File: src/rtl/segment_descriptor_loader.sv
// Purpose: loads one protected-mode segment register. It checks the selector, fetches the 8-byte descriptor,
//          applies the 386 type/privilege/presence rules, sets the accessed bit, and then commits or faults.
// Latency: the result pulse comes 2 cycles after accept for a selector fault or a null load, 5 cycles plus
//          memory waits for a full load, and one more memory access when the accessed bit must be set.
// Backpressure: only one load is in flight. o_load_ready is high only in IDLE. Each memory request holds
//          address and data until i_mem_ack.
//
// Ports:
//   i_clock, i_reset              clock, asynchronous active-high reset
//   i_load_valid / o_load_ready   load handshake; i_selector, i_seg_index, i_cpl latched at accept
//   i_gdtr_*, i_ldtr_*            descriptor table bases/limits, LDTR usability
//   o_mem_* / i_mem_*             32-bit descriptor memory port (req held until ack)
//   o_cache_*                     descriptor cache write, valid for the single COMMIT cycle
//   o_done / o_fault              completion pulses; o_fault_vector/o_fault_code valid with o_fault
module segment_descriptor_loader #(
    parameter int SEG_COUNT = 6,
    parameter int IDX_W     = 3
) (
    input  logic             i_clock,
    input  logic             i_reset,
    input  logic             i_load_valid,
    output logic             o_load_ready,
    input  logic [15:0]      i_selector,
    input  logic [IDX_W-1:0] i_seg_index,
    input  logic [1:0]       i_cpl,
    input  logic [31:0]      i_gdtr_base,
    input  logic [15:0]      i_gdtr_limit,
    input  logic [31:0]      i_ldtr_base,
    input  logic [15:0]      i_ldtr_limit,
    input  logic             i_ldtr_valid,
    output logic             o_mem_req,
    output logic             o_mem_we,
    output logic [31:0]      o_mem_addr,
    output logic [31:0]      o_mem_wdata,
    input  logic             i_mem_ack,
    input  logic [31:0]      i_mem_rdata,
    output logic             o_cache_we,
    output logic [IDX_W-1:0] o_cache_index,
    output logic             o_cache_valid,
    output logic [15:0]      o_cache_selector,
    output logic [63:0]      o_cache_descriptor,
    output logic             o_done,
    output logic             o_fault,
    output logic [7:0]       o_fault_vector,
    output logic [15:0]      o_fault_code
);

    localparam logic [7:0] VEC_GP = 8'd13;
    localparam logic [7:0] VEC_NP = 8'd11;
    localparam logic [7:0] VEC_SS = 8'd12;

    localparam logic [IDX_W-1:0] IDX_CS = IDX_W'(1);
    localparam logic [IDX_W-1:0] IDX_SS = IDX_W'(2);

    typedef enum logic [2:0] {
        S_IDLE,
        S_CHK_SEL,
        S_RD0,
        S_RD1,
        S_CHK_DESC,
        S_WR_ACC,
        S_COMMIT,
        S_FAULT
    } state_t;

    // Access-rights byte of the descriptor (bits 47:40 of the architectural descriptor,
    // which land in desc[15:8] because the upper dword sits in the low half of the cache layout).
    typedef struct packed {
        logic       present;
        logic [1:0] dpl;
        logic       s;
        logic       code;
        logic       conf_exp;   // conforming (code) / expand-down (data)
        logic       rd_wr;      // readable (code) / writable (data)
        logic       accessed;
    } access_t;

    function automatic access_t segment_descriptor_decode(input logic [7:0] ab);
        access_t f;
        f.present  = ab[7];
        f.dpl      = ab[6:5];
        f.s        = ab[4];
        f.code     = ab[3];
        f.conf_exp = ab[2];
        f.rd_wr    = ab[1];
        f.accessed = ab[0];
        return f;
    endfunction

    state_t           state_q;
    state_t           state_d;
    logic [15:0]      sel_q;
    logic [IDX_W-1:0] idx_q;
    logic [1:0]       cpl_q;
    logic [31:0]      desc_addr_q;
    logic [63:0]      desc_q;
    logic             null_q;
    logic [7:0]       fault_vec_q;

    // Selector-check terms, evaluated while in CHK_SEL.
    logic             sel_null;
    logic             sel_fault;
    logic [31:0]      tbl_base;
    logic [15:0]      tbl_limit;
    logic [15:0]      sel_top;

    // Descriptor-check terms, evaluated while in CHK_DESC.
    access_t          acc;
    logic [1:0]       rpl;
    logic [1:0]       max_pl;
    logic             desc_fault;
    logic [7:0]       desc_vec;
    logic [31:0]      desc_addr_hi;

    assign desc_addr_hi = desc_addr_q + 32'd4;

    always_comb begin
        sel_null  = (sel_q[15:2] == 14'd0);
        tbl_base  = sel_q[2] ? i_ldtr_base  : i_gdtr_base;
        tbl_limit = sel_q[2] ? i_ldtr_limit : i_gdtr_limit;
        sel_top   = {sel_q[15:3], 3'b111};
        sel_fault = 1'b0;
        if (int'(idx_q) >= SEG_COUNT) begin
            sel_fault = 1'b1;
        end else if (sel_null) begin
            // A null selector is only legal for the data segment registers.
            sel_fault = (idx_q == IDX_CS) || (idx_q == IDX_SS);
        end else if (sel_q[2] && !i_ldtr_valid) begin
            sel_fault = 1'b1;
        end else if (sel_top > tbl_limit) begin
            sel_fault = 1'b1;
        end
    end

    always_comb begin
        acc        = segment_descriptor_decode(desc_q[15:8]);
        rpl        = sel_q[1:0];
        max_pl     = (cpl_q > rpl) ? cpl_q : rpl;
        desc_fault = 1'b1;
        desc_vec   = VEC_GP;
        if (!acc.s) begin
            desc_fault = 1'b1;
        end else if (idx_q == IDX_SS) begin
            if (acc.code || !acc.rd_wr || rpl != cpl_q || acc.dpl != cpl_q) begin
                desc_fault = 1'b1;
            end else if (!acc.present) begin
                desc_vec = VEC_SS;
            end else begin
                desc_fault = 1'b0;
            end
        end else if (idx_q == IDX_CS) begin
            if (!acc.code) begin
                desc_fault = 1'b1;
            end else if (acc.conf_exp ? (acc.dpl > cpl_q) : (acc.dpl != cpl_q)) begin
                desc_fault = 1'b1;
            end else if (!acc.present) begin
                desc_vec = VEC_NP;
            end else begin
                desc_fault = 1'b0;
            end
        end else begin
            // Conforming readable code skips the privilege test for data segment registers.
            if (acc.code && !acc.rd_wr) begin
                desc_fault = 1'b1;
            end else if ((!acc.code || !acc.conf_exp) && (acc.dpl < max_pl)) begin
                desc_fault = 1'b1;
            end else if (!acc.present) begin
                desc_vec = VEC_NP;
            end else begin
                desc_fault = 1'b0;
            end
        end
    end

    always_ff @(posedge i_clock or posedge i_reset) begin
        if (i_reset) begin
            state_q <= S_IDLE;
        end else begin
            state_q <= state_d;
        end
    end

    always_ff @(posedge i_clock or posedge i_reset) begin
        if (i_reset) begin
            sel_q       <= 16'h0;
            idx_q       <= '0;
            cpl_q       <= 2'd0;
            desc_addr_q <= 32'h0;
            desc_q      <= 64'h0;
            null_q      <= 1'b0;
            fault_vec_q <= 8'h0;
        end else begin
            if (state_q == S_IDLE && i_load_valid) begin
                sel_q  <= i_selector;
                idx_q  <= i_seg_index;
                cpl_q  <= i_cpl;
                null_q <= 1'b0;
            end
            if (state_q == S_CHK_SEL) begin
                // The table base is captured so that a base change mid-load cannot move the request.
                desc_addr_q <= tbl_base + {16'h0, sel_q[15:3], 3'b000};
                null_q      <= sel_null;
                fault_vec_q <= VEC_GP;
            end
            if (state_q == S_RD0 && i_mem_ack) begin
                desc_q[63:32] <= i_mem_rdata;
            end
            if (state_q == S_RD1 && i_mem_ack) begin
                desc_q[31:0] <= i_mem_rdata;
            end
            if (state_q == S_CHK_DESC) begin
                fault_vec_q <= desc_vec;
            end
        end
    end

    always_comb begin
        state_d            = state_q;
        o_load_ready       = 1'b0;
        o_mem_req          = 1'b0;
        o_mem_we           = 1'b0;
        o_mem_addr         = 32'h0;
        o_mem_wdata        = 32'h0;
        o_cache_we         = 1'b0;
        o_cache_index      = '0;
        o_cache_valid      = 1'b0;
        o_cache_selector   = 16'h0;
        o_cache_descriptor = 64'h0;
        o_done             = 1'b0;
        o_fault            = 1'b0;
        o_fault_vector     = 8'h0;
        o_fault_code       = 16'h0;
        case (state_q)
            S_IDLE: begin
                o_load_ready = 1'b1;
                if (i_load_valid) begin
                    state_d = S_CHK_SEL;
                end
            end
            S_CHK_SEL: begin
                if (sel_fault) begin
                    state_d = S_FAULT;
                end else if (sel_null) begin
                    state_d = S_COMMIT;
                end else begin
                    state_d = S_RD0;
                end
            end
            S_RD0: begin
                o_mem_req  = 1'b1;
                o_mem_addr = desc_addr_q;
                if (i_mem_ack) begin
                    state_d = S_RD1;
                end
            end
            S_RD1: begin
                o_mem_req  = 1'b1;
                o_mem_addr = desc_addr_hi;
                if (i_mem_ack) begin
                    state_d = S_CHK_DESC;
                end
            end
            S_CHK_DESC: begin
                if (desc_fault) begin
                    state_d = S_FAULT;
                end else if (!acc.accessed) begin
                    state_d = S_WR_ACC;
                end else begin
                    state_d = S_COMMIT;
                end
            end
            S_WR_ACC: begin
                o_mem_req   = 1'b1;
                o_mem_we    = 1'b1;
                o_mem_addr  = desc_addr_hi;
                o_mem_wdata = {desc_q[31:9], 1'b1, desc_q[7:0]};
                if (i_mem_ack) begin
                    state_d = S_COMMIT;
                end
            end
            S_COMMIT: begin
                o_cache_we       = 1'b1;
                o_done           = 1'b1;
                o_cache_index    = idx_q;
                o_cache_valid    = !null_q;
                o_cache_selector = sel_q;
                // A committed descriptor always has A=1: it was either already set or just written back.
                o_cache_descriptor = null_q ? 64'h0 : {desc_q[63:9], 1'b1, desc_q[7:0]};
                state_d          = S_IDLE;
            end
            S_FAULT: begin
                o_fault        = 1'b1;
                o_fault_vector = fault_vec_q;
                o_fault_code   = {sel_q[15:2], 2'b00};
                state_d        = S_IDLE;
            end
            default: begin
                state_d = S_IDLE;
            end
        endcase
    end

endmodule

File: config.mk
export PLATFORM = sky130hd
export DESIGN_NAME = segment_descriptor_loader
export DESIGN_NICKNAME = d
export VERILOG_FILES = /design/src/rtl/segment_descriptor_loader.sv
export SDC_FILE = /design/constraint.sdc
export NUM_CORES = 1
export LEC_CHECK = 0
export CORE_MARGIN = 3
export CORE_UTILIZATION = 45
export DETAILED_ROUTE_END_ITERATION = 8
export PLACE_DENSITY = 0.9
export SYNTH_ARGS = -nofsm -noshare
export SYNTH_HDL_FRONTEND = slang
export SYNTH_SLANG_ARGS = --single-unit
File: constraint.sdc
create_clock -name i_clock -period 11.52 [get_ports i_clock]
set_clock_uncertainty 0.15 [all_clocks]
set_input_delay 1.728 -clock i_clock [delete_from_list [all_inputs] [get_ports i_clock]]
set_output_delay 1.728 -clock i_clock [all_outputs]
set_load 0.02 [all_outputs]
# After elaboration in Yosys (flattened, before gate mapping)
# Index checks and enable logic that the tools add are counted.
# op_classes
n_addsub	2
mux	54
n_eq_ne	15
n_lt_le_gt_ge	5
reduce_logical	24
# op_table
op	count
$mux 64	2
$mux 32	2
$mux 8	8
$pmux 32 s2	1
$mux 16	3
$add 32x16->32	1
$add 32x3->32 const B	1
$mux 3	10
$mux 1	24
$pmux 3 s7	1
$gt 16x16->1	1
$logic_not 14->1	1
$eq 3x3->1 const B	4
$eq 3x2->1 const B	3
$ne 2x2->1 const B	4
$eq 3x1->1 const B	2
$logic_and 1x1->1	6
$mux 2	3
$logic_not 1->1	5
$logic_or 1x1->1	5
$gt 2x2->1	2
$ne 2x2->1	2
$reduce_and 4->1	1
$reduce_bool 2->1	2
5 further kinds	6
# totals
word_cells	109
regBits	129
output_inout_bits	178
inputBits	154

# Depth between registers and ports, before layout
# logic_depth
word_depth	11
mapped_depth	15
ltp_nobuf	11

# Worst setup path after synthesis
# OpenSTA, ideal clock, no wires.
# synth_timing
path_kind	input to register
from	input i_ldtr_base[3]
to	register desc_addr_q[19]
t_arrival_ns	3.739
cell_stages	11
setup_time_ns	0.125
setup_slack_ns	7.506
cell_sequence	mux2_2 ha_1 inv_1 fa_1 nor2b_1 o31a_1 o31ai_1 a21oi_2 and2b_1 xnor2_1 mux2_2
# synth_via
elab_chain_len	2
# synth_lines
item	line_no	text
start, declared	28	input logic [31:0] i_ldtr_base,
$mux 32	119	tbl_base = sel_q[2] ? i_ldtr_base : i_gdtr_base;
$add 32x16->32	201	desc_addr_q <= tbl_base + {16'h0, sel_q[15:3], 3'b000};
end signal, assigned	201	
end, declared	95	logic [31:0] desc_addr_q;
# Every way passes these cells.
# A chain may end at the register's enable or synchronous reset.

# Worst setup path after layout
# layout_timing
from	register state_q[0]
to	output o_mem_addr[28]
# layout_via
elab_chain_len	3
word_cells_on_any_way	5
# layout_lines
item	line_no	text
start, declared	90	state_t state_q;
start signal, assigned	179	state_q <= state_d;
$eq 3x2->1 or $eq 3x3->1 (tied branches)	233	case (state_q)
$reduce_or 2->1 (no source line)	-	
$pmux 32 s2 (*)	233	
end, declared	33	output logic [31:0] o_mem_addr,
# Mark *: on every way between the ends. The rest lies on a longest branch, timed or not.

==> flow_summary.ini <==
[finish]
fill_cells = 1407
fin_nets = 1405
final_area_sq_mm = 0.0126
drive_above_1_share_pct = 12.4
final_core_util_pct = 68.3
final_cell_count_no_fill = 1461
syn_to_final_growth_pct = 45.8

[sta]
layout_min_cycle_time_ps = 5200
rsz0062_at_grt = no
max_freq_mhz = 192
tightest_slew_ps = 1150
setup_violations = 0
slew_headroom_pct = 23.3
fin_crit_sh_pct = 45.2
report.final.slew_viol_count = 0
setup_tns_ps = 0
setup_ws_ps = 6320
hold_viol_final = 0
holdWs_ps = 318

[synthesis]
synth-seq-cells = 125
synth_edf_count = 0
async_flop_share_pct = 100
avgSynthCellArea_sq_um = 9.28
synth_largest_area_cell = dfrtp_1
synthCells = 928
ys_seq_area_share_pct = 36.3
yosys_warnings = 0
yosys.area.top_type_share_pct = 36.3
synth_top_cells_by_area = dfrtp_1, mux2_2, and2_1
netlist_area_sq_mm = 0.00861
yosysUniqueCellTypes = 63
ys.flop_type = dfrtp_1

[route]
drt_iter0_markers = 434
finalWirelength_microns = 27500
firstDrtPassIters = 5
ant_nets = 0
via_count = 8134
wl_per_cell_microns = 18.8
drc = 0
vias_per_cell = 5.57

[die]
die_h_microns = 144
io_pins = 332
die_area_sq_mm = 0.0208
die_w_microns = 144
core_sq_mm = 0.0184
num_rows = 49
initial_core_util_pct = 46.8

[global_routing]
antenna_found_initial = 2
grt.total_usage_pct = 26.0
grt_pass1_vias = 8066
grt_overflow = 0
grt_pass1_wl_microns = 42500
grt_max_degree = 65

[job]
max_cap_viol_count = 0

[setup_path]
crit_type = register to output pin
critPathMaxFanout = 37
worstSetupStartpointType = register
max_stage_delay_ps = 840
worst_ep_arrival_time_ps = 3330
cpMaxStageDelayCell = nand2_1
cp-end-kind = output pin
crit_chain = nand2_1, o41ai_1, clkdlybuf4s50_1
crit_required_ps = 9640

[hold_path]
hp-class = register to register

[clocking]
hold_buffers = 0
clkLatencyLatePin_ps = 420
cts_buffers = 17
clk_pin_slew_ps = 60
cts_root_buf = clkbuf_16
clock_sinks = 125
cts_tree = built
htreeDepth = 4
cts_resized = 0
cts_buffer_depth = 2
post_cts_buffers = 0

[power]
p_per_area_mw_per_mm2 = 266
report.power.total_mw = 3.34
power.leakage_nw = 5.21
peakVddDrop_v = 0.000130

[place]
place_congestion = 0.910
port_buffers = 325
dp_cells = 1427
place_ws_ps = 6820
placed_cell_area_sq_mm = 0.0119
dp_hpwl_microns = 20900

[status]
status = completed
area by class of cell:
class	count	area, sq um	area share [%]
multi-input combinational	727	5130	40.8
timing repair buffer	329	3280	26.2
sequential	125	3130	24.9
clock buffer	19	443	3.53
tap	229	287	2.28
clock inverter	13	214	1.70
inverter	17	66.3	0.528
antenna	2	5.00	0.0399
critical path: cells and delay by family, from the launching register on:
family                 cells  cell delay, ps
flip-flops                 1             750
AO/OA/AOI/OAI              1             640
AND/OR/NAND/NOR            1             840
buffers and inverters      1             680
where the power goes:
| part | leakage (nW) | switching, mW | internal, mW | total (mW) |
|---|---|---|---|---|
| clock network | 0.314 | 0.205 | 0.391 | 0.596 |
| registers | 1.50 | 0.257 | 0.657 | 0.915 |
| logic | 3.40 | 0.968 | 0.862 | 1.83 |
| total | 5.21 | 1.43 | 1.91 | 3.34 |
layout by cell type (no fill, tap or decap), types with 26 or more instances in the layout:
master | Yosys | routed
dfrtp_1 | 125 | 124
clkdlybuf4s50_1 | 0 | 325
nor2_1 | 28 | 28
o21ai_0 | 77 | 77
a21oi_1 | 28 | 28
mux2i_1 | 26 | 26
mux2_2 | 98 | 98
ha_1 | 33 | 33
nand2_1 | 89 | 88
and2_1 | 131 | 131
flip-flops by register name, summed over array words and instances (netlist names):
name,count
desc_q,64
desc_addr_q,32
sel_q,16
fault_vec_q,4
idx_q,3
state_q,3
cpl_q,2
null_q,1
routing by layer:
metal	global-route usage [%]	routed length, microns	vias up
met5	0	0	-
met4	9.13	735	0
met3	6.85	2260	64
met2	43.5	13500	359
met1	32.6	11000	3867
li1	-	-	3844
synth_stat cells, types with 9 or more instances:
library cell	instances
nand3_1	22
ha_1	33
a21oi_1	28
nor2_1	28
a31oi_1	18
nand4_1	15
and2_1	131
nand2_1	89
o31ai_1	12
and3_1	12
o21ai_0	77
xor2_1	14
clkbuf_1	31
inv_1	17
mux2_2	98
buf_4	12
mux2i_1	26
xnor2_1	11
dfrtp_1	125
nor2b_1	9
buf_2	16
logic make-up (layout without fill, tap and decap cells):
group                    count (synthesis)  in the layout  synth area share [%]
AND/OR/NAND/NOR                        355            355                  23.0
AO/OA/AOI/OAI                          183            183                  12.8
flip-flops                             125            125                  36.3
multiplexers                           124            124                  15.8
buffers and inverters                   81            378                  4.46
adder cells (fa/ha/maj)                 34             34                  5.03
XOR/XNOR                                25             25                  2.54
other                                    1              8                0.0435
path summary, 6_finish.rpt:
kind | slack, ps | cells after the start | startpoint | end
max in group asynchronous | 8210 | 3 | i_reset | sel_q[2]
hold / removal | 320 | 1 | fault_vec_q[3] | fault_vec_q[3]
hold reg to reg | 320 | 1 | fault_vec_q[3] | fault_vec_q[3]
setup / recovery | 6320 | 3 | state_q[0] | o_mem_addr[28]
setup reg to reg | 7790 | 12 | sel_q[2] | desc_addr_q[19]
min in group asynchronous | 1670 | 2 | i_reset | desc_addr_q[29]
Note: power is estimated with default switching activity, not from simulation.
